<file path="src/rtl/eq_band_mixer.sv">
// N-band recombiner: collects one signed sample per enabled band in any order,
// sums the set through a two-stage pipeline. Optional clamping: EQMIX_SAT_EN.
module eq_band_mixer #(
  parameter int NBANDS = 3,
  parameter int IN_W   = 24,
  parameter int OUT_W  = 24
) (
  input  logic                   clk,
  input  logic                   reset,
  input  logic [NBANDS*IN_W-1:0] in_band,
  input  logic [NBANDS-1:0]      in_rdy,
  input  logic [NBANDS-1:0]      band_en,
  output logic [OUT_W-1:0]       out_mix,
  output logic                   out_rdy,
  output logic                   clip,
  output logic [NBANDS-1:0]      ovr
);

  localparam int ACC_W = IN_W + $clog2(NBANDS);

  logic signed [IN_W-1:0]  hold_q [NBANDS];
  logic signed [IN_W-1:0]  hold_d [NBANDS];
  logic [NBANDS-1:0]       got_q, got_d;
  logic [NBANDS-1:0]       ovr_q, ovr_d;
  logic [NBANDS-1:0]       take;
  logic                    fire;
  logic                    vld_p0_q, vld_p0_d;
  logic signed [ACC_W-1:0] acc_p1_q, acc_p1_d;
  logic                    vld_p1_q, vld_p1_d;
  logic [OUT_W-1:0]        out_mix_p2_q, out_mix_p2_d;
  logic                    vld_p2_q, vld_p2_d;

  // Collection: capture strobes, detect a completed set, flag overruns
  always_comb begin
    take     = in_rdy & band_en;
    fire     = (band_en != '0) && ((got_q | take) == band_en);
    for (int i = 0; i < NBANDS; i++) begin
      hold_d[i] = take[i] ? in_band[i*IN_W +: IN_W] : hold_q[i];
    end
    got_d    = fire ? '0 : ((got_q | take) & band_en);
    ovr_d    = ovr_q | (take & got_q & {NBANDS{~fire}});
    vld_p0_d = fire;
  end

  // Stage 1: exact sum of the enabled holds
  always_comb begin
    acc_p1_d = acc_p1_q;
    vld_p1_d = vld_p0_q;
    if (vld_p0_q) begin
      acc_p1_d = '0;
      for (int i = 0; i < NBANDS; i++) begin
        if (band_en[i]) acc_p1_d = acc_p1_d + ACC_W'(hold_q[i]);
      end
    end
  end

`ifdef EQMIX_SAT_EN
  localparam logic signed [ACC_W-1:0] SAT_HI = {{(ACC_W-OUT_W+1){1'b0}}, {(OUT_W-1){1'b1}}};
  localparam logic signed [ACC_W-1:0] SAT_LO = {{(ACC_W-OUT_W+1){1'b1}}, {(OUT_W-1){1'b0}}};

  logic             clip_p2_q, clip_p2_d;
  logic [OUT_W:0]   fmt_res;

  // Returns {clipped, value}
  function automatic logic [OUT_W:0] fmt(input logic signed [ACC_W-1:0] a);
    if (a > SAT_HI) return {1'b1, SAT_HI[OUT_W-1:0]};
    if (a < SAT_LO) return {1'b1, SAT_LO[OUT_W-1:0]};
    return {1'b0, a[OUT_W-1:0]};
  endfunction

  // Stage 2: clamp to the output range
  always_comb begin
    fmt_res      = fmt(acc_p1_q);
    out_mix_p2_d = vld_p1_q ? fmt_res[OUT_W-1:0] : out_mix_p2_q;
    clip_p2_d    = vld_p1_q & fmt_res[OUT_W];
    vld_p2_d     = vld_p1_q;
  end

  always_ff @(posedge clk) begin
    if (reset) clip_p2_q <= 1'b0;
    else       clip_p2_q <= clip_p2_d;
  end

  assign clip = clip_p2_q;
`else
  function automatic logic [OUT_W-1:0] fmt(input logic [OUT_W-1:0] a);
    return a;
  endfunction

  // Stage 2: wrap to the output width
  always_comb begin
    out_mix_p2_d = vld_p1_q ? fmt(acc_p1_q[OUT_W-1:0]) : out_mix_p2_q;
    vld_p2_d     = vld_p1_q;
  end

  if (ACC_W > OUT_W) begin : g_wrap_hi
    logic unused_acc_hi;
    assign unused_acc_hi = ^acc_p1_q[ACC_W-1:OUT_W];
  end

  assign clip = 1'b0;
`endif

  always_ff @(posedge clk) begin
    if (reset) begin
      for (int i = 0; i < NBANDS; i++) hold_q[i] <= '0;
      got_q        <= '0;
      ovr_q        <= '0;
      vld_p0_q     <= 1'b0;
      acc_p1_q     <= '0;
      vld_p1_q     <= 1'b0;
      out_mix_p2_q <= '0;
      vld_p2_q     <= 1'b0;
    end else begin
      for (int i = 0; i < NBANDS; i++) hold_q[i] <= hold_d[i];
      got_q        <= got_d;
      ovr_q        <= ovr_d;
      vld_p0_q     <= vld_p0_d;
      acc_p1_q     <= acc_p1_d;
      vld_p1_q     <= vld_p1_d;
      out_mix_p2_q <= out_mix_p2_d;
      vld_p2_q     <= vld_p2_d;
    end
  end

  assign out_mix = out_mix_p2_q;
  assign out_rdy = vld_p2_q;
  assign ovr     = ovr_q;

endmodule

</file>
<file path="config.mk">
export PLATFORM = sky130hd
export DESIGN_NAME = eq_band_mixer
export DESIGN_NICKNAME = d
export VERILOG_FILES = /design/src/rtl/eq_band_mixer.sv
export SDC_FILE = /design/constraint.sdc
export NUM_CORES = 1
export LEC_CHECK = 0
export BUFFER_PORTS_ARGS = -buffer_cell sky130_fd_sc_hd__buf_2
export CORE_ASPECT_RATIO = 1.25
export CORE_MARGIN = 5
export CORE_UTILIZATION = 45
export CTS_BUF_LIST = sky130_fd_sc_hd__clkbuf_8
export DETAILED_ROUTE_END_ITERATION = 8
export PLACE_DENSITY_LB_ADDON = 0.05
export SLEW_MARGIN = 20
export SYNTH_ARGS = -nofsm -noshare
export SYNTH_HDL_FRONTEND = slang
export SYNTH_SLANG_ARGS = --single-unit
</file>
<file path="constraint.sdc">
create_clock -name clk -period 18.3 [get_ports clk]
set_clock_uncertainty 0.15 [all_clocks]
set_input_delay 0.915 -clock clk [delete_from_list [all_inputs] [get_ports clk]]
set_output_delay 0.915 -clock clk [all_outputs]
set_load 0.02 [all_outputs]
</file>
==> results of run 1 <==
[kinds of logic after synthesis]
group           share of synthesized area
flops                               0.320
buf+inv                            0.0501
compound gates                      0.240
other cells                      0.000465
xor+xnor                           0.0500
simple gates                        0.218
mux                                0.0449
fa+ha+maj                          0.0764
[worst max-delay path, delay by kind of cell]
family,cells,cell delay (ns)
XOR/XNOR,2,0.41
AND/OR/NAND/NOR,3,0.46
AO/OA/AOI/OAI,12,2.79
multiplexers,1,0.17
buffers and inverters,4,0.66
adder cells (fa/ha/maj),3,0.98
[cell type report]
cell class,count,area share
Timing Repair Buffer,113,0.0644
Inverter,24,0.0102
Sequential cell,129,0.285
Tap cell,224,0.0309
Multi-Input combinational cell,839,0.560
Clock buffer,19,0.0289
Clock inverter,12,0.0203
[sequential cells by signal, summed over array words and instances (netlist names)]
| signal | flops |
|---|---|
| hold_q | 72 |
| vld_p1_q | 1 |
| out_rdy | 1 |
| ovr | 3 |
| out_mix | 24 |
| acc_p1_q | 24 |
| got_q | 3 |
| vld_p0_q | 1 |
[synthesized netlist by cell type, types with 6 or more instances]
library cell	count
sky130_fd_sc_hd__buf_1	7
sky130_fd_sc_hd__nand2_1	218
sky130_fd_sc_hd__clkbuf_1	52
sky130_fd_sc_hd__a211oi_1	18
sky130_fd_sc_hd__mux2i_1	35
sky130_fd_sc_hd__ha_1	42
sky130_fd_sc_hd__o21bai_1	8
sky130_fd_sc_hd__and2_1	15
sky130_fd_sc_hd__a21oi_1	122
sky130_fd_sc_hd__nor3_1	11
sky130_fd_sc_hd__inv_1	22
sky130_fd_sc_hd__nand3_1	14
sky130_fd_sc_hd__a31oi_1	9
sky130_fd_sc_hd__o22ai_1	6
sky130_fd_sc_hd__a21o_1	28
sky130_fd_sc_hd__nor2_1	90
sky130_fd_sc_hd__a211o_1	10
sky130_fd_sc_hd__nand2b_1	19
sky130_fd_sc_hd__dfxtp_1	129
sky130_fd_sc_hd__xor2_1	16
sky130_fd_sc_hd__xnor2_1	30
sky130_fd_sc_hd__o21ai_0	40
sky130_fd_sc_hd__o211ai_1	13
sky130_fd_sc_hd__buf_2	11
[worst paths after layout]
kind / start / endpoint / slack, ns / cells past startpoint
max: band_en[0] / acc_p1_q[23] / 12.08 / 25
min: hold_q[0][22] / hold_q[0][22] / 0.31 / 2
max reg2reg: hold_q[0][0] / acc_p1_q[23] / 12.76 / 23
min reg2reg: hold_q[0][22] / hold_q[0][22] / 0.31 / 2
[routing by layer]
metal,part of all wire,GRT usage
met2,0.45,0.324
met3,0.045,0.0374
met4,0.013,0.0572
met1,0.49,0.295
met5,0,0
[through the flow]
step	setup WS [ns]	total power, µW
2_1_floorplan	11.84	369
3_3_place_gp	11.78	396
3_5_place_dp	11.69	396
4_1_cts	12.16	675
5_1_grt	11.68	700
6_report	12.08	668
[where the power goes]
group | switching [µW] | internal [µW]
registers | 10.7 | 291
logic | 53.2 | 34.3
clock network | 123 | 156
[cell usage in the layout (no fill, tap or decap), types with 13 or more instances in the layout]
| master | instances |
|---|---|
| sky130_fd_sc_hd__clkbuf_8 | 19 |
| sky130_fd_sc_hd__and2_1 | 15 |
| sky130_fd_sc_hd__o21ai_0 | 40 |
| sky130_fd_sc_hd__nand3_1 | 14 |
| sky130_fd_sc_hd__a211oi_1 | 18 |
| sky130_fd_sc_hd__dfxtp_1 | 129 |
| sky130_fd_sc_hd__xnor2_1 | 30 |
| sky130_fd_sc_hd__a21oi_1 | 122 |
| sky130_fd_sc_hd__ha_1 | 42 |
| sky130_fd_sc_hd__o211ai_1 | 13 |
| sky130_fd_sc_hd__mux2i_1 | 35 |
| sky130_fd_sc_hd__inv_1 | 22 |
| sky130_fd_sc_hd__nand2_1 | 218 |
| sky130_fd_sc_hd__nor2_1 | 90 |
| sky130_fd_sc_hd__a21o_1 | 28 |
| sky130_fd_sc_hd__buf_2 | 106 |
| sky130_fd_sc_hd__xor2_1 | 16 |
| sky130_fd_sc_hd__nand2b_1 | 19 |
==> results.cfg, run 1 <==
[layout]
multi_input_comb_area_mm2 = 0.00507
antenna-diode-count = 0
regArea_mm2 = 0.00258
fillerInstances = 1872
finish.cell_count_without_fillers = 1360
final_util = 0.516
area_delta_synth_final_pct = 12.4
finalInstanceArea_mm2 = 0.00906
final_layout_size_suffix_gt1_frac = 0.140
num-nets-final = 1248

[synthesis]
ys_seq_area_frac = 0.320
synth_top_cells_by_area = sky130_fd_sc_hd__dfxtp_1 32%, sky130_fd_sc_hd__nand2_1 10%, sky130_fd_sc_hd__a21oi_1 7.6%, sky130_fd_sc_hd__ha_1 6.5%, sky130_fd_sc_hd__mux2i_1 4.3%
async_flop_share = 0
dominant_register_cell_in_the_synthesized_netlist = sky130_fd_sc_hd__dfxtp_1
postSynthRegisterBits = 129
postSynthNetCount = 1190
synth_area_leader_cell = sky130_fd_sc_hd__dfxtp_1
synthDominantCellAreaShare = 0.320
yosysWarnings = 0
synth_enable_flop_cells = 0
distinct_cell_type_count_after_synthesis = 74
netlist_area_mm2 = 0.00806
synthesis.area_per_instance_um2 = 7.56
postSynthCellCount = 1066

[setup_path]
path_class = in -> reg
critPathMaxFanout = 60
crit_path_top_delay_cell = sky130_fd_sc_hd__fa_1
timing.critical_path.mode_cell = sky130_fd_sc_hd__a211o_1
endpoint_kind = flip-flop
worst-endpoint-required_ns = 18.51
critical_path_data_arrival_time_ns = 6.43
critical-path-max-stage-delay_ns = 0.49
crit_path_start_kind = input pin

[floorplanning]
floorplan.initialDensity = 0.459
num_rows = 54
dieHeight_um = 160
die-area_mm2 = 0.0207
core-area_mm2 = 0.0176
io_pins = 109
chip_width_um = 130

[detailed_routing]
final_antenna_net_count = 0
first_iteration_detailed_routing_drc_count = 450
detail_route.wl_per_cell_um = 15.7
route.final.wire_length_um = 21400
via_count = 7378
drc_errors = 0
drt_pass1_iterations = 5
routed_via_density = 5.43

[timing]
worst_hold_slack_ns = 0.306
hold_viol = 0
report.final.setup_viol = 0
rsz0062_at_grt = false
tns_ns = 0
drv_slew = 0
fin_crit_sh = 0.340
final_period_minus_worst_setup_slack_ns = 6.22
slew-limit-headroom = 0.276
fmax_mhz = 161
worstMarginPinSlew_ns = 1.09

[global_route]
grt_pass1_wl_um = 35300
vias_in_the_first_global_route = 6945
maximum_number_of_pins_on_one_net_before_global_route_repair = 72
grt_remaining_overflow = 0
number_of_antenna_violations_at_the_first_check_in_global_routing = 0
gr-usage-all-layers = 0.208

[power]
ir_drop_worst_case_vdd_mv = 0.0454
p_per_area_mw_per_mm2 = 73.7
leakage_uw = 0.00387

[cts]
tritoncts = built
tritoncts.num_buffers = 17
clock_path_buffers = 2
clock_tree.htree_level_count = 4
clk_latency_ns = 0.46
cts_setup_buffers = 0
cts_hold_buf = 0
worst_path_clk_slew_ns = 0.08
cts_resized = 0
root_buffer = sky130_fd_sc_hd__clkbuf_8
cts.sinks = 129

[job]
number_of_maximum_capacitance_constraint_violations = 0

[place]
io_buffer_count = 107
dp_hpwl_um = 15500
place_inst = 1329
gp_congestion = 0.883
placed_cell_areas_mm2 = 0.00861

[min_path]
min-delay-path-class = reg -> reg

[run_status]
run_status = complete, no violations
Power figures use the tool's default switching activity.
==> inputs of run 2 (changes only) <==
Clock period 18.3 ns to 5.1 ns, I/O delays scaled along.
==> results.cfg, run 2 (synthesized netlist as in run 1, its figures left out) <==
[run_status]
run_status = complete, no violations

[cts]
root_buffer = sky130_fd_sc_hd__clkbuf_8
tritoncts.num_buffers = 17
worst_path_clk_slew_ns = 0.08
cts.sinks = 129
clk_latency_ns = 0.46
clock_path_buffers = 2
tritoncts = built
clock_tree.htree_level_count = 4

[layout]
fillerInstances = 1724
num-nets-final = 1342
area_delta_synth_final_pct = 25.1
antenna-diode-count = 0
multi_input_comb_area_mm2 = 0.00520
highest_count_cells_in_the_layout_ignoring_fill_and_taps = 217 x sky130_fd_sc_hd__nand2_1, 128 x sky130_fd_sc_hd__dfxtp_1, 119 x sky130_fd_sc_hd__a21oi_1, 106 x sky130_fd_sc_hd__buf_2, 89 x sky130_fd_sc_hd__nor2_1
largest-register = hold_q
mostFrequentLayoutCell = sky130_fd_sc_hd__nand2_1
regArea_mm2 = 0.00258
final_layout_size_suffix_gt1_frac = 0.167
largest_reg_flops = 72

[power]
p_total_uw = 2480
ir_drop_worst_case_vdd_mv = 0.137
leakage_uw = 0.00429
p_per_area_mw_per_mm2 = 246

[setup_path]
ff2ff_setup_slack_ns = 0.26
crit_path_top_delay_cell = sky130_fd_sc_hd__a211o_1
critical-path-max-stage-delay_ns = 0.34
worst-endpoint-required_ns = 5.29
critical_path_data_arrival_time_ns = 5.04
path_class = reg -> reg
endpoint_kind = flip-flop
critPathMaxFanout = 5
crit_path_start_kind = flip-flop
timing.critical_path.mode_cell = sky130_fd_sc_hd__a211o_1

[floorplanning]
floorplan.initialDensity = 0.459
io_pins = 109
dieHeight_um = 160
core-area_mm2 = 0.0176
num_rows = 54
chip_width_um = 130
die-area_mm2 = 0.0207

[detailed_routing]
via_count = 7828
final_antenna_net_count = 0
route.final.wire_length_um = 23400
drt_pass1_iterations = 5
detail_route.wl_per_cell_um = 16.1
first_iteration_detailed_routing_drc_count = 372
drc_errors = 0
routed_via_density = 5.38

[timing]
fmax_mhz = 206
worstMarginPinSlew_ns = 1.03
drv_slew = 0
slew-limit-headroom = 0.316
hold_viol = 0
report.final.setup_viol = 0
fin_crit_sh = 0.950
final_period_minus_worst_setup_slack_ns = 4.84
setup_slack_ns = 0.256

[global_route]
maximum_number_of_pins_on_one_net_before_global_route_repair = 87
gr-usage-all-layers = 0.227
grt_pass1_wl_um = 38300
vias_in_the_first_global_route = 7629
grt_remaining_overflow = 0
number_of_antenna_violations_at_the_first_check_in_global_routing = 0

[place]
pre_cts_ws_ns = 0.0565
gp_congestion = 0.860
io_buffer_count = 107
dp_hpwl_um = 16900

[job]
number_of_maximum_capacitance_constraint_violations = 0

[min_path]
min-delay-path-class = in -> reg
[run 2: path summary, 6_finish.rpt]
| check | start | endpoint | depth (start not counted) |
|---|---|---|---|
| worst max-delay path | hold_q[0][0] | acc_p1_q[23] | 25 |
| worst min-delay path | band_en[1] | got_q[1] | 3 |
| worst max register to register | hold_q[0][0] | acc_p1_q[23] | 25 |
| worst min register to register | hold_q[0][22] | hold_q[0][22] | 2 |
[run 2: timing repair]
action                     in CTS  in global routing
hold endpoints to repair       72                  0
hold buffers                   72                  0
buffers inserted                0                  4
resized for setup               0                 27
setup endpoints to repair       0                  8
[run 2: per-stage QoR]
step           utilization  instances  setup TNS [ns]  hold WS (ns)  cell area [µm²]
2_1_floorplan            -       1066               0         0.191             8110
3_3_place_gp         0.499       1347               0         0.290             8760
3_5_place_dp         0.499       1347               0         0.292             8760
4_1_cts              0.566       1451               0         0.105             9940
5_1_grt              0.574       1455        -0.00740         0.161            10100
6_report             0.574       1455               0         0.129            10100
[run 2: power by group]
group / leakage [µW] / switching, µW / internal, µW
logic: 0.00302 / 210 / 171
clock network: 0.000223 / 443 / 574
registers: 0.00105 / 39.2 / 1040
[run 2: layout make-up]
cell class	count	area share
Multi-Input combinational cell	839	0.516
Sequential cell	129	0.256
Timing Repair Buffer	207	0.146
Tap cell	224	0.0278
Clock buffer	20	0.0273
Clock inverter	12	0.0180
Inverter	24	0.00918
[run 2: worst max-delay path, delay by kind of cell, from the launching register on]
| kind | cells | cell delay (ns) |
|---|---|---|
| DFF | 1 | 0.33 |
| buffers and inverters | 2 | 0.09 |
| xor gates and xnor gates | 2 | 0.29 |
| AOI/OAI and AO/OA | 11 | 2.31 |
| and+or+nand+nor | 6 | 0.55 |
| adders and majority gates | 3 | 0.77 |
| muxes | 1 | 0.23 |
[run 2: per-layer routing]
metal  vias up  global-route usage  wire length (µm)
li1       4034                   -                 -
met1      3605               0.304             11000
met2       162               0.375             11000
met3        27              0.0414              1010
met4         0              0.0605               389
met5         -                   0                 0
